==> src/rtl/uart_pkg.sv <==
// Shared UART definitions: frame defaults and receive FSM state encoding.
package uart_pkg;

  localparam int UART_DATA_BITS  = 8;
  localparam int UART_OVERSAMPLE = 16;

  typedef enum logic [2:0] {
    ST_IDLE      = 3'd0,
    ST_START     = 3'd1,
    ST_DATA      = 3'd2,
    ST_STOP      = 3'd3,
    ST_WAIT_HIGH = 3'd4
  } uart_state_t;

endpackage

==> src/rtl/uart_receiver_if.sv <==
// Consumer-side handshake and status bundle of the UART receiver.
interface uart_receiver_if
  import uart_pkg::*;
#(
  parameter int DATA_BITS = UART_DATA_BITS
);
  logic [DATA_BITS-1:0] rx_data;
  logic                 rx_valid;
  logic                 rx_ack;
  logic                 frame_err;
  logic                 overrun;
  logic                 rx_busy;

  // Receiver side: produces bytes and status, takes the ack.
  modport master (
    output rx_data, rx_valid, frame_err, overrun, rx_busy,
    input  rx_ack
  );

  // Consumer side: reads bytes and status, issues the ack.
  modport slave (
    input  rx_data, rx_valid, frame_err, overrun, rx_busy,
    output rx_ack
  );
endinterface

==> src/rtl/uart_sync_2ff.sv <==
// Two-stage synchronizer for an asynchronous single-bit input.
module uart_sync_2ff #(
  parameter logic RESET_VAL = 1'b1
) (
  input  logic clk,
  input  logic reset,
  input  logic d,
  output logic q
);
  logic meta_reg;
  logic sync_reg;

  // Shift the async input through two flops; reset to the line's idle level.
  always_ff @(posedge clk or negedge reset) begin
    if (!reset) begin
      meta_reg <= RESET_VAL;
      sync_reg <= RESET_VAL;
    end else begin
      meta_reg <= d;
      sync_reg <= meta_reg;
    end
  end

  assign q = sync_reg;
endmodule

==> src/rtl/uart_receiver.sv <==
// 8N1 UART receiver: oversampled start detection, mid-bit sampling,
// valid/ack byte handoff with framing-error pulse and sticky overrun.
module uart_receiver
  import uart_pkg::*;
#(
  parameter int DATA_BITS  = UART_DATA_BITS,
  parameter int OVERSAMPLE = UART_OVERSAMPLE
) (
  input  logic            clk,
  input  logic            reset,
  input  logic            br_tick,
  input  logic            rxd,
  uart_receiver_if.master rx_if
);
  localparam int TICK_W = $clog2(OVERSAMPLE);
  localparam int BIT_W  = $clog2(DATA_BITS + 1);
  localparam logic [TICK_W-1:0] TICK_HALF = TICK_W'(OVERSAMPLE / 2 - 1);
  localparam logic [TICK_W-1:0] TICK_LAST = TICK_W'(OVERSAMPLE - 1);
  localparam logic [BIT_W-1:0]  BIT_LAST  = BIT_W'(DATA_BITS - 1);

  uart_state_t          state_reg;
  logic [TICK_W-1:0]    tick_cnt_reg;
  logic [BIT_W-1:0]     bit_cnt_reg;
  logic [DATA_BITS-1:0] shift_reg;
  logic [DATA_BITS-1:0] rx_data_reg;
  logic                 rx_valid_reg;
  logic                 frame_err_reg;
  logic                 overrun_reg;
  logic                 rx_s;

  uart_sync_2ff #(.RESET_VAL(1'b1)) u_sync (
    .clk   (clk),
    .reset (reset),
    .d     (rxd),
    .q     (rx_s)
  );

  // Receive FSM plus output registers; all line decisions happen on br_tick.
  always_ff @(posedge clk or negedge reset) begin
    if (!reset) begin
      state_reg     <= ST_IDLE;
      tick_cnt_reg  <= '0;
      bit_cnt_reg   <= '0;
      shift_reg     <= '0;
      rx_data_reg   <= '0;
      rx_valid_reg  <= 1'b0;
      frame_err_reg <= 1'b0;
      overrun_reg   <= 1'b0;
    end else begin
      frame_err_reg <= 1'b0;

      // Ack consumes the held byte; a completion later in this block
      // overrides rx_valid so a same-clock ack never raises overrun.
      if (rx_if.rx_ack && rx_valid_reg) begin
        rx_valid_reg <= 1'b0;
        overrun_reg  <= 1'b0;
      end

      if (br_tick) begin
        case (state_reg)
          ST_IDLE: begin
            if (!rx_s) begin
              state_reg    <= ST_START;
              tick_cnt_reg <= '0;
            end
          end
          ST_START: begin
            if (tick_cnt_reg == TICK_HALF) begin
              tick_cnt_reg <= '0;
              bit_cnt_reg  <= '0;
              // A line that is high again at mid start bit was a glitch.
              state_reg    <= rx_s ? ST_IDLE : ST_DATA;
            end else begin
              tick_cnt_reg <= tick_cnt_reg + 1'b1;
            end
          end
          ST_DATA: begin
            if (tick_cnt_reg == TICK_LAST) begin
              shift_reg    <= {rx_s, shift_reg[DATA_BITS-1:1]};
              tick_cnt_reg <= '0;
              bit_cnt_reg  <= bit_cnt_reg + 1'b1;
              if (bit_cnt_reg == BIT_LAST) begin
                state_reg <= ST_STOP;
              end
            end else begin
              tick_cnt_reg <= tick_cnt_reg + 1'b1;
            end
          end
          ST_STOP: begin
            if (tick_cnt_reg == TICK_LAST) begin
              tick_cnt_reg <= '0;
              if (rx_s) begin
                rx_data_reg  <= shift_reg;
                rx_valid_reg <= 1'b1;
                if (rx_valid_reg && !rx_if.rx_ack) begin
                  overrun_reg <= 1'b1;
                end
                state_reg <= ST_IDLE;
              end else begin
                frame_err_reg <= 1'b1;
                state_reg     <= ST_WAIT_HIGH;
              end
            end else begin
              tick_cnt_reg <= tick_cnt_reg + 1'b1;
            end
          end
          ST_WAIT_HIGH: begin
            // Hold off until the line returns idle so a break is not a start.
            if (rx_s) begin
              state_reg <= ST_IDLE;
            end
          end
          default: begin
            state_reg <= ST_IDLE;
          end
        endcase
      end
    end
  end

  assign rx_if.rx_data   = rx_data_reg;
  assign rx_if.rx_valid  = rx_valid_reg;
  assign rx_if.frame_err = frame_err_reg;
  assign rx_if.overrun   = overrun_reg;
  assign rx_if.rx_busy   = (state_reg != ST_IDLE);
endmodule
==> src/flat_wrapper.sv <==
// flat-port wrapper written by rule: the top's interface ports become plain ports
module uart_receiver_flat import uart_pkg::*;
#(
  parameter int DATA_BITS  = UART_DATA_BITS,
  parameter int OVERSAMPLE = UART_OVERSAMPLE
)
  (clk, reset, br_tick, rxd, rx_if_rx_data, rx_if_rx_valid, rx_if_frame_err, rx_if_overrun, rx_if_rx_busy, rx_if_rx_ack);
  uart_receiver_if #(.DATA_BITS(DATA_BITS)) rx_if_i ();
  input  logic clk;
  input  logic reset;
  input  logic br_tick;
  input  logic rxd;
  output wire logic [$bits(rx_if_i.rx_data)-1:0] rx_if_rx_data;
  output wire logic [$bits(rx_if_i.rx_valid)-1:0] rx_if_rx_valid;
  output wire logic [$bits(rx_if_i.frame_err)-1:0] rx_if_frame_err;
  output wire logic [$bits(rx_if_i.overrun)-1:0] rx_if_overrun;
  output wire logic [$bits(rx_if_i.rx_busy)-1:0] rx_if_rx_busy;
  input wire logic [$bits(rx_if_i.rx_ack)-1:0] rx_if_rx_ack;
  assign rx_if_rx_data = rx_if_i.rx_data;
  assign rx_if_rx_valid = rx_if_i.rx_valid;
  assign rx_if_frame_err = rx_if_i.frame_err;
  assign rx_if_overrun = rx_if_i.overrun;
  assign rx_if_rx_busy = rx_if_i.rx_busy;
  assign rx_if_i.rx_ack = rx_if_rx_ack;
  uart_receiver #(.DATA_BITS(DATA_BITS), .OVERSAMPLE(OVERSAMPLE)) u_core (.clk(clk), .reset(reset), .br_tick(br_tick), .rxd(rxd), .rx_if(rx_if_i));
endmodule
==> config.mk <==
export PLATFORM = sky130hd
export DESIGN_NAME = uart_receiver_flat
export DESIGN_NICKNAME = d
export VERILOG_FILES = /design/src/rtl/uart_pkg.sv /design/src/rtl/uart_receiver_if.sv /design/src/rtl/uart_sync_2ff.sv /design/src/rtl/uart_receiver.sv /design/src/flat_wrapper.sv
export SDC_FILE = /design/constraint.sdc
export NUM_CORES = 1
export LEC_CHECK = 0
export ABC_AREA = 1
export CORE_MARGIN = 5
export CORE_UTILIZATION = 55
export DETAILED_ROUTE_END_ITERATION = 7
export GPL_TIMING_DRIVEN = 0
export PLACE_DENSITY = 0.78
export SLEW_MARGIN = 5
export SYNTH_ARGS = -nofsm -noshare
export SYNTH_HDL_FRONTEND = slang
export SYNTH_SLANG_ARGS = --single-unit
==> constraint.sdc <==
create_clock -name clk -period 1.6 [get_ports clk]
set_clock_uncertainty 0.1 [all_clocks]
set_input_delay 0.4 -clock clk [delete_from_list [all_inputs] [get_ports clk]]
set_output_delay 0.4 -clock clk [all_outputs]
set_load 0.1 [all_outputs]
==> impl_results.md <==
* Status: complete, but fails checks
* Failing checks: hold timing, setup timing
* Slowest stage delay, CP at 440 ps
* Total global-route track usage at 0.178
* First-pass GRT wire length at between 5000 and 6000 um
* Setup TNS at -22.7 ps
* Vias at 1220
* Drt via density at between 5 and 6
* Hold Vio Cnt, Final at 7
* DP HPWL at 2110 um
* CP Class: flip-flop to output pin
* P&R area growth vs syn at 25.8%
* WHS at -6.42 ps
* First-pass DRT Iterations at 4
* Initial Util at 0.568
* Endpoints failing setup at 1
* Drt total wl at 3160 um
* GRT Residual Overflow at 0
* Relative slew slack at 0.543
* Yosys warning count at 0
* Post-synth EDFFs at 0
* Synth top area share at 0.488
* Startpoint Class: flip-flop
* I/O pin total at 17
* WP buf/inv at 1
* Max FO, Critical Path at 2
* FF+latch count, synth at 32
* Most frequent cells in the layout: nand2_1 (43), dfrtp_1 (27), buf_4 (25), inv_1 (19), o21ai_2 (16)
* Cell Area, Synth at 1540 sq um
* Layout cell share with drive strength beyond 1 at 0.380
* Worst-path clk slew at 100 ps
* Seq/Total Area, Yosys at 0.522
* Post-route setup slack at -22.7 ps
* Syn avg cell area at 9.16 sq um
* Via count of the first global-routing pass at 1211
* Async S/R FF share, synth at 1.00
* Skew-Pair Late Insertion Delay at between 300 and 400 ps
* Clock Tree Buf Depth at 2
* TritonCTS buffer count at 5
* Hold Path Class: input pin to asynchronous set/reset pin
* Number of diodes at 0
* VDD IR max at between 1000 and 1500 uV
* Largest net degree at the start of global routing at 33
* Crit path capture type: output pin
* Final Cycle Share at 1.01
* Leak at 0.977 nW
* Initial antenna violation count at 0
* CTS root buffer: clkbuf_4
* Core ar. at roughly 2700 sq um
* Commonest non-fill, non-tap cell in the layout: nand2_1
* Syn Inst Count at 168
* Worst path top cell family by delay: flip-flops
* Clock net sink count at 32
* Post-synth cell types at 25
* IO buf count at 16
* Worst path required time at between 1000 and 1500 ps
* FP Rows at 19
* Fmax at 0.616 GHz
* Synth area leader: dfrtp_1
* Main flop type after synthesis: dfrtp_1
* Synth top area cells: dfrtp_1 (49%), nand2_1 (11%), o21ai_2 (8.5%)
* Drt drc at 0
* Hold_buf cts at 0
* CP arrival at between 1000 and 1500 ps
* Critical path cell sequence: nor2_4 > nand2_2 > buf_12
* Die area at roughly 4000 sq um
* Final Critical Period at about 1600 ps
* Initial drt markers at 63
* Max Cap Violations at 0
* Mapped Nets at about 180
* Pwr Density at 1240 nW/um^2
* Crit-path slowest cell: dfrtp_2
* CTS tree: yes
* Die X at roughly 63 um
* GPL Wtd Cong at ~0.88
* RSZ-0062 raised after global routing: yes
* Post-DRT Antenna Nets at 0
* Worst-Margin Slew at 686 ps
* Drt wl/cell at between 10 and 15 um
* Chip height at 62.9 um
* H-tree Lvls at 2
* Final slew viol count at 0
* Fin nets at between 200 and 250
-- path summary, 6_finish.rpt --
path	startpoint	endpoint	slack [ps]	cells past startpoint
worst min-delay path	reset	u_core.tick_cnt_reg[2]	-6	1
worst max register to register	u_core.state_reg[2]	u_core.rx_if.rx_data[5]	60	8
max in group asynchronous	reset	u_core.state_reg[2]	930	1
worst max-delay path	u_core.state_reg[1]	rx_if_rx_busy	-20	3
min in group clk	u_core.u_sync.meta_reg	u_core.u_sync.q	270	0
worst min register to register	u_core.u_sync.meta_reg	u_core.u_sync.q	270	0
-- where the power goes --
group	switching [mW]	internal (mW)
combinational	0.622	0.381
clock	0.265	0.162
sequential	0.0826	0.885
-- kinds of logic (layout without fill, tap and decap cells) --
logic type / after synthesis / count (layout) / synth area share
XOR/XNOR: 2 / 2 / 0.0114
adder cells (fa/ha/maj): 2 / 2 / 0.0163
buffers and inverters: 23 / 60 / 0.0659
AND/OR/NAND/NOR: 81 / 81 / 0.252
AO/OA/AOI/OAI: 28 / 28 / 0.133
flip-flops: 32 / 32 / 0.522
-- synth_stat cells (3+ instances only) --
cell,instances
a21oi_1,3
dfrtp_1,30
inv_1,19
nand2_1,45
nand3_1,12
nand3_2,3
nor2_1,9
nor2_2,3
nor2_4,3
o21ai_0,4
o21ai_1,3
o21ai_2,15
-- layer usage --
metal / wire length [um] / vias to the layer above / global-route usage
li1: - / 620 / -
met1: 1350 / 564 / 0.219
met2: 1600 / 27 / 0.288
met3: 126 / 9 / 0.0558
met4: 88 / 0 / 0.0716
met5: 0 / - / 0
-- layout make-up --
type                       instances  area (sq um)
clock buffer                       6          41.3
tap                               31          38.8
clock inverter                     1          5.00
fill                             210           774
inverter                          21          78.8
buffer                             2          26.3
sequential                        32           807
timing repair buffer              30           243
multi-input combinational        113           696
-- through the flow --
stage / util / worst slack (ps) / instances / area, sq um / power, mW
final: 0.714 / -22.7 / 236 / 1940 / 2.40
after global routing: 0.714 / -87.7 / 236 / 1940 / 2.56
after global placement: 0.642 / -685 / 215 / 1740 / 1.66
after CTS: 0.673 / -45.2 / 228 / 1820 / 2.24
after detailed placement: 0.640 / -701 / 215 / 1740 / 1.70
after floorplan: - / 68.3 / 168 / 1540 / 1.52
-- repair_timing --
| item | 4_1_cts | 5_1_grt |
|---|---|---|
| setup buffers | 6 | 8 |
| gates cloned | 0 | 0 |
| gates resized for setup | 81 | 12 |
| hold endpoints to repair | 0 | 0 |
| pin swaps | 2 | 3 |
| endpoints found under the setup margin | 15 | 24 |
No activity file was read; power rests on OpenSTA's default activity.
